==> config.mk <==
export PLATFORM = sky130hd
export DESIGN_NAME = controlador_pisca
export DESIGN_NICKNAME = d
export VERILOG_FILES = /design/src/rtl/controlador_pisca.sv
export SDC_FILE = /design/constraint.sdc
export NUM_CORES = 1
export LEC_CHECK = 0
export ABC_AREA = 1
export BUFFER_PORTS_ARGS = -buffer_cell sky130_fd_sc_hd__buf_2
export CAP_MARGIN = 10
export CORE_MARGIN = 5
export CORE_UTILIZATION = 45
export DETAILED_ROUTE_END_ITERATION = 8
export GPL_TIMING_DRIVEN = 1
export PLACE_DENSITY = 0.66
export SETUP_SLACK_MARGIN = 0.2
export SYNTH_ARGS = -nofsm -noshare
export SYNTH_HDL_FRONTEND = slang
export SYNTH_SLANG_ARGS = --single-unit
==> constraint.sdc <==
create_clock -name clk -period 1.9 [get_ports clk]
set_clock_uncertainty 0.15 [all_clocks]
set_input_delay 0.57 -clock clk [delete_from_list [all_inputs] [get_ports clk]]
set_output_delay 0.57 -clock clk [all_outputs]
set_load 0.03 [all_outputs]
==> src/rtl/controlador_pisca.sv <==
// Blink controller: turns one-cycle request pulses into active-low pulses of ON_CYCLES,
// each followed by an OFF_CYCLES high gap, with a saturating queue for overlapping requests.
module controlador_pisca #(
  parameter int unsigned CNT_W      = 8,
  parameter int unsigned ON_CYCLES  = 255,
  parameter int unsigned OFF_CYCLES = 255,
  parameter int unsigned PEND_W     = 3
) (
  input  logic              clk,
  input  logic              rst_n,
  input  logic              p_in,
  output logic              led_out,
  output logic              busy,
  output logic [PEND_W-1:0] pending,
  output logic              drop
);

  localparam logic [CNT_W-1:0]  OnLast  = CNT_W'(ON_CYCLES - 1);
  localparam logic [CNT_W-1:0]  OffLast = CNT_W'(OFF_CYCLES - 1);
  localparam logic [PEND_W-1:0] PendMax = {PEND_W{1'b1}};

  typedef enum logic [1:0] {StIdle, StOn, StOff} state_e;

  state_e            state_q, state_d;
  logic [CNT_W-1:0]  cnt_q, cnt_d;
  logic [PEND_W-1:0] pend_q, pend_d;
  logic              drop_q, drop_d;
  logic              led_q, busy_q;

  logic consume_p;  // p_in used directly to start a blink
  logic take_q;     // a queued request starts a blink this cycle
  logic queue_p;

  always_comb begin
    state_d   = state_q;
    cnt_d     = cnt_q;
    consume_p = 1'b0;
    take_q    = 1'b0;
    unique case (state_q)
      StIdle: begin
        if (pend_q != '0) begin
          state_d = StOn;
          cnt_d   = '0;
          take_q  = 1'b1;
        end else if (p_in) begin
          state_d   = StOn;
          cnt_d     = '0;
          consume_p = 1'b1;
        end
      end
      StOn: begin
        if (cnt_q == OnLast) begin
          state_d = StOff;
          cnt_d   = '0;
        end else begin
          cnt_d = cnt_q + CNT_W'(1);
        end
      end
      StOff: begin
        if (cnt_q == OffLast) begin
          cnt_d = '0;
          if (pend_q != '0) begin
            state_d = StOn;
            take_q  = 1'b1;
          end else if (p_in) begin
            state_d   = StOn;
            consume_p = 1'b1;
          end else begin
            state_d = StIdle;
          end
        end else begin
          cnt_d = cnt_q + CNT_W'(1);
        end
      end
      default: begin
        state_d = StIdle;
        cnt_d   = '0;
      end
    endcase
  end

  // Queue update: a request not consumed is added; a simultaneous dequeue cancels it out.
  always_comb begin
    pend_d  = pend_q;
    drop_d  = 1'b0;
    queue_p = p_in && !consume_p;
    if (queue_p && !take_q) begin
      if (pend_q == PendMax) begin
        drop_d = 1'b1;
      end else begin
        pend_d = pend_q + PEND_W'(1);
      end
    end else if (!queue_p && take_q) begin
      pend_d = pend_q - PEND_W'(1);
    end
  end

  always_ff @(posedge clk or negedge rst_n) begin
    if (!rst_n) begin
      state_q <= StIdle;
      cnt_q   <= '0;
      pend_q  <= '0;
      drop_q  <= 1'b0;
      led_q   <= 1'b1;
      busy_q  <= 1'b0;
    end else begin
      state_q <= state_d;
      cnt_q   <= cnt_d;
      pend_q  <= pend_d;
      drop_q  <= drop_d;
      led_q   <= (state_d != StOn);
      busy_q  <= (state_d != StIdle);
    end
  end

  assign led_out = led_q;
  assign busy    = busy_q;
  assign pending = pend_q;
  assign drop    = drop_q;

endmodule

Word-level counts from Yosys, hierarchy flattened
Index checks and enable logic that the tools add are counted.
{"block": "op_classes", "n_addsub": 3, "muxes": 23, "n_eq_ne": 7, "reduce_logical": 12}
{"op": "$mux 8", "count": 3}
{"op": "$pmux 8 s2", "count": 1}
{"op": "$mux 1", "count": 9}
{"op": "$mux 3", "count": 3}
{"op": "$add 8x1->8 const B", "count": 1}
{"op": "$eq 8x8->1 const B", "count": 1}
{"op": "$mux 2", "count": 4}
{"op": "$pmux 2 s3", "count": 1}
{"op": "$pmux 1 s2", "count": 2}
{"op": "$reduce_bool 2->1", "count": 2}
{"op": "$add 3x1->3 const B", "count": 1}
{"op": "$eq 3x3->1 const B", "count": 1}
{"op": "$logic_and 1x1->1", "count": 3}
{"op": "$logic_not 1->1", "count": 3}
{"op": "$ne 3x3->1 const B", "count": 1}
{"op": "$reduce_bool 3->1", "count": 1}
{"op": "$sub 3x1->3 const B", "count": 1}
{"op": "$eq 2x1->1 const B", "count": 1}
{"op": "$eq 2x2->1 const B", "count": 1}
{"op": "$logic_not 2->1", "count": 1}
{"op": "$ne 2x1->1 const B", "count": 1}
{"op": "$ne 2x2->1 const B", "count": 1}
{"op": "$reduce_and 2->1", "count": 1}
{"op": "$reduce_or 2->1", "count": 1}
{"block": "word_totals", "word_cells": 51, "in_bits": 3, "out_inout_bits": 6, "regBits": 16}

Longest topological paths before layout
{"block": "logic_depth", "word_depth": 10, "ltp_mapped": 12}

Worst setup path before layout
OpenSTA, ideal clock, no wires.
{"block": "synth_timing", "path_kind": "flip-flop to flip-flop", "startpoint": "register cnt_q[0]", "endpoint": "register pend_q[1] (netlist: pending[1])", "setup_time_ps": 119, "path_buffers": 0, "period_less_slack_ps": 1803, "arrival_time_ps": 1534, "stages_incl_launch_ff": 10, "required_ps": 1631, "slack_ps": 97, "path_cell_list": "dfrtp_1 > inv_1 > ha_1 > inv_1 > nor2_1 > nand3_2 > nand3_1 > fa_1 > nand2_1 > o21ai_2"}
{"block": "synth_between", "elab_cells_between_ends": 15}
{"element": "from (decl)", "line_no": "25", "source": "logic [CNT_W-1:0] cnt_q, cnt_d;"}
{"element": "from (signal assigned)", "line_no": "108", "source": "cnt_q <= cnt_d;"}
{"element": "$eq 8x8->1 (*)", "line_no": "60", "source": "if (cnt_q == OffLast) begin"}
{"element": "$mux 1", "line_no": "60"}
{"element": "$pmux 1 s2", "line_no": "39", "source": "unique case (state_q)"}
{"element": "$logic_not 1->1", "line_no": "86", "source": "queue_p = p_in && !consume_p;"}
{"element": "$logic_and 1x1->1", "line_no": "86"}
{"element": "$logic_and 1x1->1 (*)", "line_no": "87", "source": "if (queue_p && !take_q) begin"}
{"element": "$mux 3 (*)", "line_no": "87"}
{"element": "named net pend_d[1]", "line_no": "26", "source": "logic [PEND_W-1:0] pend_q, pend_d;"}
{"element": "to (signal assigned)", "line_no": "109", "source": "pend_q <= pend_d;"}
{"element": "to (decl)", "line_no": "26"}
The timed path passes the listed nets; every way through them passes the cells marked *.
A chain may end at the register's enable or synchronous reset.

Worst setup path in the final report
{"block": "layout_timing", "startpoint": "register state_q[1]", "endpoint": "register pend_q[2] (netlist: pending[2])"}
{"block": "layout_between", "elab_chain_cells": 8, "elab_cells_between_ends": 14}
{"element": "from (decl)", "line_no": "24", "source": "state_e state_q, state_d;"}
{"element": "from (signal assigned)", "line_no": "100", "source": "state_q <= StIdle;"}
{"element": "from (signal assigned)", "line_no": "107", "source": "state_q <= state_d;"}
{"element": "$eq 2x2->1 / $logic_not 2->1 (equally long branches)", "line_no": "39"}
{"element": "$pmux 1 s2", "line_no": "39"}
{"element": "$logic_not 1->1", "line_no": "86"}
{"element": "$logic_and 1x1->1", "line_no": "86"}
{"element": "$logic_not 1->1", "line_no": "93", "source": "end else if (!queue_p && take_q) begin"}
{"element": "$logic_and 1x1->1", "line_no": "93"}
{"element": "$reduce_bool 2->1 (no source line)"}
{"element": "$reduce_and 2->1 (no source line)"}
Several ways; a longest one is shown, not always the timed one.

==> flow_metrics.tcl <==
set metrics [dict create \
    status "finished clean" \
    worst_ep_arrival_time_ns 1.80 \
    grt.overflow.total 0 \
    setup_viol_count_final 0 \
    synth_area_per_cell_um2 8.23 \
    layout.nets 152 \
    post-route-util 0.628 \
    fin_area_mm2 0.00124 \
    drc 0 \
    critPathTopFamily "adder cells" \
    die_w_um 55.8 \
    place.gp.congestion 0.837 \
    antenna_found_initial 0 \
    synth_fp_nets 125 \
    first_global_vias 839 \
    yosysWarnings 0 \
    firstDrtPassIters 4 \
    cap_violations 0 \
    path_clk_slew_ns 0.10 \
    die_y_um 55.8 \
    insertion_delay_ns 0.30 \
    layout-drive-gt1-share 0.440 \
    crit_path_max_fanout 4 \
    cpMostUsedCell "nand2_1" \
    irDropWorstVdd_mv 0.711 \
    critPathRequiredTime_ns 1.95 \
    ys_types 24 \
    crit_type "flip-flop to flip-flop" \
    vias 864 \
    power_density_mw_per_mm2 794 \
    fin_crit_sh 0.923 \
    maxSlewHeadroom 0.762 \
    drt-initial-drc-count 8 \
    layout.cells.most_common "nand2_1" \
    reg2regPathDepth 9 \
    fmaxAchievable_mhz 570 \
    ant_nets 0 \
    timing.rr.start "state_q[1]" \
    placed_area_mm2 0.00105 \
    syn_inst 115 \
    initial_core_util 0.477 \
    cts_buffers 3 \
    core_area_mm2 0.00198 \
    hold_buffers 0 \
    final_cell_mix "19 x nand2_1, 15 x buf_4, 13 x dfrtp_1, 10 x inv_1" \
    end_kind "flip-flop" \
    startpoint "state_q[1]" \
    slowest_delay_ns 0.43 \
    path_buf_inv 2 \
    path_cells "inv_2 > ha_2 > inv_2 > nand3_2 > fa_2 > nand2_1 > nand2_1 > nand2_1 > nand2_1" \
    final_hold_viol_count 0 \
    ys_seq_area_frac 0.425 \
    grt_usage 0.140 \
    fin_crit_ns 1.75 \
    start_kind "flip-flop" \
    hold_class "input port to async pin" \
    final.setup.tns_ns 0 \
    antenna_cells 0 \
    slew_violations 0 \
    rsz0062_at_grt "true" \
    cts_root_buf "clkbuf_4" \
    grt_max_degree 17 \
    cts_tree "yes" \
    via_per_inst 5.14 \
    wirelength_um 2170 \
    die-area_mm2 0.00312 \
    wire_per_inst_um 12.9 \
    path_depth 9 \
    io_pins 9 \
    grt_pass1_wl_um 3470 \
    areaGrowthSynthToFinish_pct 31.6 \
    p_leak_uw 0.000646 \
    place.port_buffers 8 \
    cp_slowest_cell "fa_2" \
    worst_pin_slew_ns 0.357 \
    cts_sinks 16 \
    dp_hpwl_um 1440 \
    rows 16 \
    clockBufferDepth 2 \
    htree_levels 1 \
    ys_ff_latch 16 \
    syn_area_um2 946 \
]
sequential cells by signal, summed over array words and instances (netlist names):
register	count
pending	3
drop	1
cnt_q	8
led_out	1
busy	1
state_q	2
per-layer routing:
metal | global-route usage | wire length (µm) | part of all wire
met3 | 0.0394 | 69 | 0.032
met4 | 0.0915 | 87 | 0.040
met2 | 0.235 | 1090 | 0.50
met5 | 0 | 0 | 0
met1 | 0.153 | 929 | 0.43
power breakdown:
group	total [µW]	switching, µW	internal, µW
clock network	235	118	117
registers	423	47.4	375
logic	330	212	118
per-stage QoR:
| step | setup slack, ns | hold slack, ns | instances | power, µW |
|---|---|---|---|---|
| final | 0.146 | 0.0130 | 168 | 988 |
| after global routing | 0.0514 | 0.0379 | 168 | 1030 |
| after CTS | 0.166 | 0.0343 | 165 | 949 |
| after global placement | 0.153 | 0.353 | 153 | 702 |
| after floorplan | 0.169 | 0.124 | 115 | 620 |
| after detailed placement | 0.0579 | 0.353 | 153 | 716 |
cells by family (layout without fill, tap and decap cells):
logic type / count (synthesis) / after routing / share of synthesized area
DFF: 16 / 16 / 0.425
AOI/OAI and AO/OA: 19 / 19 / 0.112
and+or+nand+nor: 53 / 53 / 0.275
adders and majority gates: 7 / 7 / 0.101
buffers and inverters: 20 / 46 / 0.0873
timing repair:
action | in CTS | in global routing
resized for setup | 9 | 20
pin swaps | 5 | 9
endpoints found under the setup margin | 5 | 15
setup buffers | 8 | 3
layout make-up:
| cell class | count | area, µm² |
|---|---|---|
| flip-flops and latches | 16 | 404 |
| clock buffers | 4 | 36.3 |
| multi-input cells | 79 | 538 |
| fillers | 167 | 737 |
| inverters | 19 | 73.8 |
| repair buffers | 23 | 159 |
| well taps | 27 | 33.8 |
Yosys cell counts, drive strengths merged:
cell	n	area share
nand2	25	0.11
inv	19	0.075
dfrtp	15	0.40
nand3	14	0.085
o21ai	11	0.062
nor2	9	0.049
ha	6	0.079
a21oi	4	0.021
nand4	4	0.026
a21boi	1	0.0079
a31oi	1	0.0066
buf	1	0.012
dfstp	1	0.028
fa	1	0.021
nor3	1	0.0053
o21bai	1	0.0079
o22ai	1	0.0066
path summary, 6_finish.rpt:
check | slack [ns] | endpoint
max reg2reg | 0.15 | pending[2]
min | 0.01 | cnt_q[4]
min in group clk | 0.40 | cnt_q[5]
max | 0.15 | pending[2]
max in group asynchronous | 1.28 | led_out
min reg2reg | 0.40 | cnt_q[5]
No activity file was read; power rests on OpenSTA's default activity.
